### src/rtl/aes_pkg.sv
// rtl/aes_pkg.sv - shared AES key-schedule types, constants and GF(2^8) helper
//
// Contents:
//   AES_NB, AES_NK         : column height in bytes and key length in columns
//   RCON_INIT, XTIME_POLY  : first round constant and GF(2^8) reduction byte
//   state_t                : key_expand_writer FSM states
//   byte_t, col_t, window_t: a byte, a 4-byte column (index = row), a 4x4 window (index = column)
//   xtime()                : multiply by x in GF(2^8) with a caller-supplied reduction byte
package aes_pkg;
    localparam int AES_NB = 4;
    localparam int AES_NK = 4;
    localparam logic [7:0] RCON_INIT  = 8'h01;
    localparam logic [7:0] XTIME_POLY = 8'h1B;

    typedef enum logic [2:0] {IDLE, LOAD, SUB, WR, DONE} state_t;

    typedef logic [7:0] byte_t;
    typedef byte_t [AES_NB-1:0] col_t;
    typedef col_t  [AES_NK-1:0] window_t;

    function automatic byte_t xtime(input byte_t b, input byte_t poly);
        return b[7] ? ({b[6:0], 1'b0} ^ poly) : {b[6:0], 1'b0};
    endfunction
endpackage

### src/rtl/key_expand_writer_if.sv
// rtl/key_expand_writer_if.sv - word-RAM write ports and S-box ROM port of the key expander
//
// Signals:
//   word_address0/1, word_ce0/1, word_we0/1, word_d0/1 : two word-RAM write ports
//   sbox_address0, sbox_ce0                             : S-box ROM read request
//   sbox_q0                                             : S-box data, one cycle after sbox_ce0
// Modports: master (key expander side), slave (memory / ROM side).
interface key_expand_writer_if #(
    parameter int ADDR_W = 9
);
    logic [ADDR_W-1:0] word_address0;
    logic              word_ce0;
    logic              word_we0;
    logic [31:0]       word_d0;
    logic [ADDR_W-1:0] word_address1;
    logic              word_ce1;
    logic              word_we1;
    logic [31:0]       word_d1;
    logic [7:0]        sbox_address0;
    logic              sbox_ce0;
    logic [7:0]        sbox_q0;

    modport master (
        output word_address0, word_ce0, word_we0, word_d0,
        output word_address1, word_ce1, word_we1, word_d1,
        output sbox_address0, sbox_ce0,
        input  sbox_q0
    );

    modport slave (
        input  word_address0, word_ce0, word_we0, word_d0,
        input  word_address1, word_ce1, word_we1, word_d1,
        input  sbox_address0, sbox_ce0,
        output sbox_q0
    );
endinterface

### src/rtl/key_window_regs.sv
// rtl/key_window_regs.sv - 4x4 byte sliding window holding the last four key columns
//
// Ports:
//   clk, rst_n : clock, asynchronous active-low reset (clears the window)
//   load       : replace the whole window with key_in
//   key_in     : initial four key columns
//   shift      : drop column 0, shift left, append new_col as column 3
//   new_col    : freshly generated column
//   window     : current window contents
module key_window_regs
    import aes_pkg::*;
(
    input  logic    clk,
    input  logic    rst_n,
    input  logic    load,
    input  window_t key_in,
    input  logic    shift,
    input  col_t    new_col,
    output window_t window
);
    always_ff @(posedge clk or negedge rst_n) begin
        if (!rst_n) begin
            window <= '0;
        end else if (load) begin
            window <= key_in;
        end else if (shift) begin
            window <= {new_col, window[AES_NK-1:1]};
        end
    end
endmodule

### src/rtl/key_expand_writer.sv
// rtl/key_expand_writer.sv - AES-128 key schedule writing round-key bytes into the shared word RAM
//
// Optional feature macro: KEY_EXPAND_LOCK_EN (adds working_key input and LOCK_VALUE parameter).
// Ports:
//   ap_clk, ap_rst_n            : clock, asynchronous active-low reset
//   ap_start                    : start request, sampled in IDLE
//   ap_done, ap_ready           : one-cycle completion pulse (identical)
//   ap_idle                     : high in IDLE while ap_start is low
//   cipher_key[127:0]           : key, byte k at [127-8k -: 8]
//   working_key[27:0]           : (KEY_EXPAND_LOCK_EN only) unlock word
//   mem                         : key_expand_writer_if master (word RAM writes, S-box reads)
// Byte (row r, column c) of the schedule goes to word address r*ROW_STRIDE + c as {24'd0, byte}.
module key_expand_writer
    import aes_pkg::*;
#(
    parameter int NROUND     = 10,
    parameter int ROW_STRIDE = 120,
    parameter int ADDR_W     = 9
`ifdef KEY_EXPAND_LOCK_EN
    ,
    parameter logic [27:0] LOCK_VALUE = 28'h5A3C3A5
`endif
)(
    input  logic                ap_clk,
    input  logic                ap_rst_n,
    input  logic                ap_start,
    output logic                ap_done,
    output logic                ap_idle,
    output logic                ap_ready,
    input  logic [127:0]        cipher_key,
`ifdef KEY_EXPAND_LOCK_EN
    input  logic [27:0]         working_key,
`endif
    key_expand_writer_if.master mem
);
    localparam int NCOL = AES_NB * (NROUND + 1);
    localparam int CW   = $clog2(NCOL + 1);

    state_t        state;
    logic [CW-1:0] col;
    logic          half;      // 0: rows 0/1 this cycle, 1: rows 2/3
    logic [2:0]    sub_cnt;
    byte_t         rcon;
    col_t          s;         // SubWord(RotWord(temp)) ^ rcon once SUB completes

    window_t       window;
    window_t       key_cols;
    col_t          t_col;
    col_t          new_col;
    col_t          src;
    logic [1:0]    row0;
    logic [1:0]    row1;
    logic          wr_en;
    byte_t         wr_mask;
    byte_t         xt_poly;

`ifdef KEY_EXPAND_LOCK_EN
    logic [27:0] mask;
    logic        mask_unused;
    assign mask        = working_key ^ LOCK_VALUE;
    assign mask_unused = ^mask[27:16];
    assign wr_mask     = mask[7:0];
    assign xt_poly     = XTIME_POLY ^ mask[15:8];
`else
    assign wr_mask = '0;
    assign xt_poly = XTIME_POLY;
`endif

    // Key byte k belongs to column k/4, row k%4: a byte reversal of cipher_key.
    assign key_cols = {<<8{cipher_key}};

    // Column index multiple of 4 means SUB has just produced s.
    assign t_col   = (col[1:0] == 2'b00) ? s : window[AES_NK-1];
    assign new_col = window[0] ^ t_col;

    key_window_regs u_window (
        .clk     (ap_clk),
        .rst_n   (ap_rst_n),
        .load    (state == IDLE && ap_start),
        .key_in  (key_cols),
        .shift   (state == WR && half),
        .new_col (new_col),
        .window  (window)
    );

    function automatic logic [ADDR_W-1:0] waddr(input logic [1:0] row, input logic [CW-1:0] c);
        return ADDR_W'(32'(row) * ROW_STRIDE + 32'(c));
    endfunction

    assign wr_en = (state == LOAD) || (state == WR);
    assign src   = (state == LOAD) ? window[col[1:0]] : new_col;
    assign row0  = {half, 1'b0};
    assign row1  = {half, 1'b1};

    assign mem.word_ce0      = wr_en;
    assign mem.word_we0      = wr_en;
    assign mem.word_address0 = waddr(row0, col);
    assign mem.word_d0       = {24'd0, src[row0] ^ wr_mask};
    assign mem.word_ce1      = wr_en;
    assign mem.word_we1      = wr_en;
    assign mem.word_address1 = waddr(row1, col);
    assign mem.word_d1       = {24'd0, src[row1] ^ wr_mask};

    // RotWord order: temp[1], temp[2], temp[3], temp[0] for sub_cnt 0..3.
    assign mem.sbox_address0 = window[AES_NK-1][sub_cnt[1:0] + 2'd1];
    assign mem.sbox_ce0      = (state == SUB) && !sub_cnt[2];

    assign ap_done  = (state == DONE);
    assign ap_ready = ap_done;
    assign ap_idle  = (state == IDLE) && !ap_start;

    always_ff @(posedge ap_clk or negedge ap_rst_n) begin
        if (!ap_rst_n) begin
            state   <= IDLE;
            col     <= '0;
            half    <= 1'b0;
            sub_cnt <= '0;
            rcon    <= RCON_INIT;
            s       <= '0;
        end else begin
            case (state)
                IDLE: begin
                    if (ap_start) begin
                        state <= LOAD;
                        col   <= '0;
                        half  <= 1'b0;
                        rcon  <= RCON_INIT;
                    end
                end
                LOAD: begin
                    half <= ~half;
                    if (half) begin
                        col <= col + 1'b1;
                        if (col == CW'(AES_NK - 1)) begin
                            state <= SUB;
                        end
                    end
                end
                SUB: begin
                    if (sub_cnt != 3'd0) begin
                        s[2'(sub_cnt - 3'd1)] <= mem.sbox_q0;
                    end
                    if (sub_cnt == 3'd4) begin
                        s[0]    <= s[0] ^ rcon;
                        rcon    <= xtime(rcon, xt_poly);
                        sub_cnt <= '0;
                        state   <= WR;
                    end else begin
                        sub_cnt <= sub_cnt + 3'd1;
                    end
                end
                WR: begin
                    half <= ~half;
                    if (half) begin
                        col <= col + 1'b1;
                        if (col == CW'(NCOL - 1)) begin
                            state <= DONE;
                        end else if (col[1:0] == 2'b11) begin
                            state <= SUB;
                        end
                    end
                end
                DONE: begin
                    state <= IDLE;
                end
                default: begin
                    state <= IDLE;
                end
            endcase
        end
    end
endmodule
### src/flat_wrapper.sv
// flat-port wrapper written by rule: the top's interface ports become plain ports
module key_expand_writer_flat import aes_pkg::*;
#(
    parameter int NROUND     = 10,
    parameter int ROW_STRIDE = 120,
    parameter int ADDR_W     = 9

)
  (ap_clk, ap_rst_n, ap_start, ap_done, ap_idle, ap_ready, cipher_key, mem_word_address0, mem_word_ce0, mem_word_we0, mem_word_d0, mem_word_address1, mem_word_ce1, mem_word_we1, mem_word_d1, mem_sbox_address0, mem_sbox_ce0, mem_sbox_q0);
  key_expand_writer_if #(.ADDR_W(ADDR_W)) mem_i ();
  input  logic ap_clk;
  input  logic ap_rst_n;
  input  logic ap_start;
  output logic ap_done;
  output logic ap_idle;
  output logic ap_ready;
  input  logic [127:0] cipher_key;
  output wire logic [$bits(mem_i.word_address0)-1:0] mem_word_address0;
  output wire logic [$bits(mem_i.word_ce0)-1:0] mem_word_ce0;
  output wire logic [$bits(mem_i.word_we0)-1:0] mem_word_we0;
  output wire logic [$bits(mem_i.word_d0)-1:0] mem_word_d0;
  output wire logic [$bits(mem_i.word_address1)-1:0] mem_word_address1;
  output wire logic [$bits(mem_i.word_ce1)-1:0] mem_word_ce1;
  output wire logic [$bits(mem_i.word_we1)-1:0] mem_word_we1;
  output wire logic [$bits(mem_i.word_d1)-1:0] mem_word_d1;
  output wire logic [$bits(mem_i.sbox_address0)-1:0] mem_sbox_address0;
  output wire logic [$bits(mem_i.sbox_ce0)-1:0] mem_sbox_ce0;
  input wire logic [$bits(mem_i.sbox_q0)-1:0] mem_sbox_q0;
  assign mem_word_address0 = mem_i.word_address0;
  assign mem_word_ce0 = mem_i.word_ce0;
  assign mem_word_we0 = mem_i.word_we0;
  assign mem_word_d0 = mem_i.word_d0;
  assign mem_word_address1 = mem_i.word_address1;
  assign mem_word_ce1 = mem_i.word_ce1;
  assign mem_word_we1 = mem_i.word_we1;
  assign mem_word_d1 = mem_i.word_d1;
  assign mem_sbox_address0 = mem_i.sbox_address0;
  assign mem_sbox_ce0 = mem_i.sbox_ce0;
  assign mem_i.sbox_q0 = mem_sbox_q0;
  key_expand_writer #(.NROUND(NROUND), .ROW_STRIDE(ROW_STRIDE), .ADDR_W(ADDR_W)) u_core (.ap_clk(ap_clk), .ap_rst_n(ap_rst_n), .ap_start(ap_start), .ap_done(ap_done), .ap_idle(ap_idle), .ap_ready(ap_ready), .cipher_key(cipher_key), .mem(mem_i));
endmodule
### config.mk
export PLATFORM = sky130hd
export DESIGN_NAME = key_expand_writer_flat
export DESIGN_NICKNAME = d
export VERILOG_FILES = /design/src/rtl/aes_pkg.sv /design/src/rtl/key_expand_writer_if.sv /design/src/rtl/key_window_regs.sv /design/src/rtl/key_expand_writer.sv /design/src/flat_wrapper.sv
export SDC_FILE = /design/constraint.sdc
export NUM_CORES = 1
export LEC_CHECK = 0
export CORE_UTILIZATION = 30
export CTS_CLUSTER_SIZE = 16
export DETAILED_ROUTE_END_ITERATION = 10
export GPL_TIMING_DRIVEN = 1
export PLACE_DENSITY = 0.61
export SLEW_MARGIN = 20
export SYNTH_ARGS = -nofsm -noshare
export SYNTH_HDL_FRONTEND = slang
export SYNTH_SLANG_ARGS = --single-unit
### constraint.sdc
create_clock -name ap_clk -period 3.2 [get_ports ap_clk]
set_clock_uncertainty 0.05 [all_clocks]
set_input_delay 0.8 -clock ap_clk [delete_from_list [all_inputs] [get_ports ap_clk]]
set_output_delay 0.8 -clock ap_clk [all_outputs]
set_load 0.05 [all_outputs]
==> results.toml <==
[yosys]
syn_area_sq_um = 10800
synth-seq-cells = 181
synthMuxAreaShare = 0.151
synth_fa_ha_area_frac = 0.0188
synth_common_cells = "nand2_1, dfrtp_1, nor2_1"
synth-compound-area-share = 0.132
synth-edff-count = 0
seq_area_frac_synth = 0.421
synth_xor_area_frac = 0.0326
yosysUniqueCellTypes = 55
synth_top_area_frac = 0.419
yosysWarnings = 0
synth_top_area_cell = "dfrtp_1"
synth_top_family_by_area = "simple AND/OR/NAND/NOR gates"
yosysMostFrequentCell = "nand2_1"
synth_flop_cell = "dfrtp_1"
syn_avg_cell_area_sq_um = 9.61
synth_cells = 1120
synth-simple-area-share = 0.156
async_flop_share = 1.00
synth_area_leaders = "dfrtp_1, nand2_1, mux4_2"

[global_routing]
track_usage = 0.216
grt_pass1_wl_um = 58400
gr-total-overflow = 0
grt_pass1_vias = 9251
grt_max_degree = 75
grt_antenna_before_repair = 0

[cts]
numCtsBuffers = 17
h-tree-depth = 4
cts_root_buf = "clkbuf_16"
clk_latency_ns = 0.45
ctsLongestPathBuffers = 2
cts_tree = "built"
cts_sinks = 181
clk_pin_slew_worst_paths_ns = 0.07

[sta]
fmax_mhz = 301
setup_ws_ns = -0.127
hold-worst-slack_ns = 0.339
relSlewSlack = 0.464
hold_viol = 0
grt_setup_unrepaired = "true"
finalMaxSlewViolations = 0
tightest_slew_ns = 0.804
fin_crit_sh = 1.04
finalSetupViolCount = 12
post-route-min-period_ns = 3.33
tns_ns = -1.15

[power]
p_sw_frac = 0.481
p_leak_nw = 6.35
internal_power_w = 0.0106
comb_power_share = 0.658
p_switching_w = 0.00981
irDropWorstVdd_v = 0.00173
clock_power_share = 0.108
powerDensity_nw_per_um2 = 1420
seq_power_share = 0.234

[flow_run]
maxCapViolations = 0

[route]
vias = 9559
drc = 0
finalWirelength_um = 39200
wl_per_cell_um = 22.1
postRouteAntennaNets = 0
vias_per_cell = 5.39
dr.first_iter.drc_count = 1043
first_pass_iters = 8

[finish]
fin_nets = 1452
syn_to_final_growth_pct = 33.6
final_core_util = 0.406
fillers = 3403
layout.cells.non_filler = 1772
regArea_sq_um = 4540
drive_gt1_frac = 0.187
diodes = 0
multiInputGateArea_sq_um = 5740

[outcome]
status = "finished with violations"
violations = "setup timing"

[floorplan]
die-width_um = 191
die_y_um = 191
start_util = 0.304
rows = 69
die_area_sq_um = 36600
io_pins = 237
coreArea_sq_um = 35400

[worst_hold_path]
hold_path.class = "in -> async"

[placement]
dp_hpwl_um = 27300
portBuffers = 188
gp_congestion = 0.875
dp_cells = 1711

[critical_path]
start_kind = "flop"
path_class = "reg -> out"
critPathRequiredTime_ns = 2.35
end_kind = "primary output"
critPathMaxFanout = 6
arrival_ns = 2.48
==> final timing paths <==
kind,start,to,slack (ns),depth (start not counted)
worst min register to register,u_core.s[26],u_core.s[26],0.44,2
worst max register to register,u_core.col[0],u_core.u_window.window[113],0.72,14
min in group ap_clk,u_core.s[26],u_core.s[26],0.44,2
max in group asynchronous,ap_rst_n,u_core.u_window.window[100],2.00,2
worst max-delay path,u_core.col[0],mem_word_d0[5],-0.13,7
worst min-delay path,ap_rst_n,u_core.u_window.window[89],0.34,1
==> kinds of logic after synthesis <==
group | Yosys count
AOI/OAI and AO/OA | 207
xor gates and xnor gates | 40
adders and majority gates | 15
buffers and inverters | 162
DFF | 181
muxes | 104
other | 1
and+or+nand+nor | 410
==> per-stage QoR <==
step                      total power, W  setup slack [ns]  cell area (sq um)
after floorplan                   0.0127           -0.0112              11100
after global placement            0.0164             0.345              13100
after detailed placement          0.0165             0.327              13100
after CTS                         0.0199           -0.0938              14200
after global routing              0.0214            -0.169              14400
final                             0.0204            -0.127              14400
==> cells in the final DEF (no fill, tap or decap), drive strengths merged, types with 4 or more instances in the layout <==
cell type	instances
clkdlybuf4s50	150
nor2	109
mux4	40
o22ai	12
o2bb2ai	4
dfrtp	180
and3	4
nand2	256
xnor2	24
a21oi	40
a22oi	48
nor3	7
clkbuf	22
o221ai	4
o21ai	6
conb	48
a22o	7
a221o	12
nand2b	10
mux2	16
buf	102
mux2i	48
xor2	16
inv	26
a31oi	64
a211o	4
ha	13
nand3	7
==> what timing repair did <==
action | 4_1_cts | 5_1_grt
hold buffers | 0 | 0
pin swaps | 16 | 20
cloned | 6 | 2
buffers inserted | 18 | 6
resized for setup | 34 | 33
setup endpoints to repair | 16 | 23
==> worst max-delay path, stage by stage, from the launching register on <==
cell,delay (ns)
dfrtp_2,0.38
buf_4,0.12
buf_12,0.14
clkbuf_16,0.18
mux4_2,0.48
and3_1,0.20
a211o_2,0.36
buf_8,0.16
==> final cells by class <==
type | count | area share
multi-input combinational | 824 | 0.399
sequential | 181 | 0.315
timing repair buffer | 255 | 0.199
tap | 461 | 0.0401
clock buffer | 20 | 0.0324
clock inverter | 12 | 0.00931
inverter | 19 | 0.00496
==> flip-flops by register name, summed over array words and instances (netlist names) <==
name / flops
u_core.col: 6
u_core.sub_cnt: 3
u_core.state: 3
u_core.u_window.window: 128
u_core.rcon: 8
u_core.s: 32
u_core.half: 1
==> layer usage <==
layer,global-route usage,vias up,part of all wire
li1,-,4177,-
met1,0.288,4812,0.41
met2,0.351,520,0.48
met3,0.0459,50,0.090
met4,0.0614,0,0.020
met5,0,-,0
==> power by group through the flow <==
stage                     Clock, W  Combinational [W]  Sequential, W
final                      0.00219             0.0134        0.00477
after global routing       0.00230             0.0142        0.00487
after CTS                  0.00221             0.0130        0.00466
after detailed placement         0             0.0119        0.00469
after global placement           0             0.0117        0.00467
after floorplan                  0            0.00859        0.00413
Power figures use the tool's default switching activity.
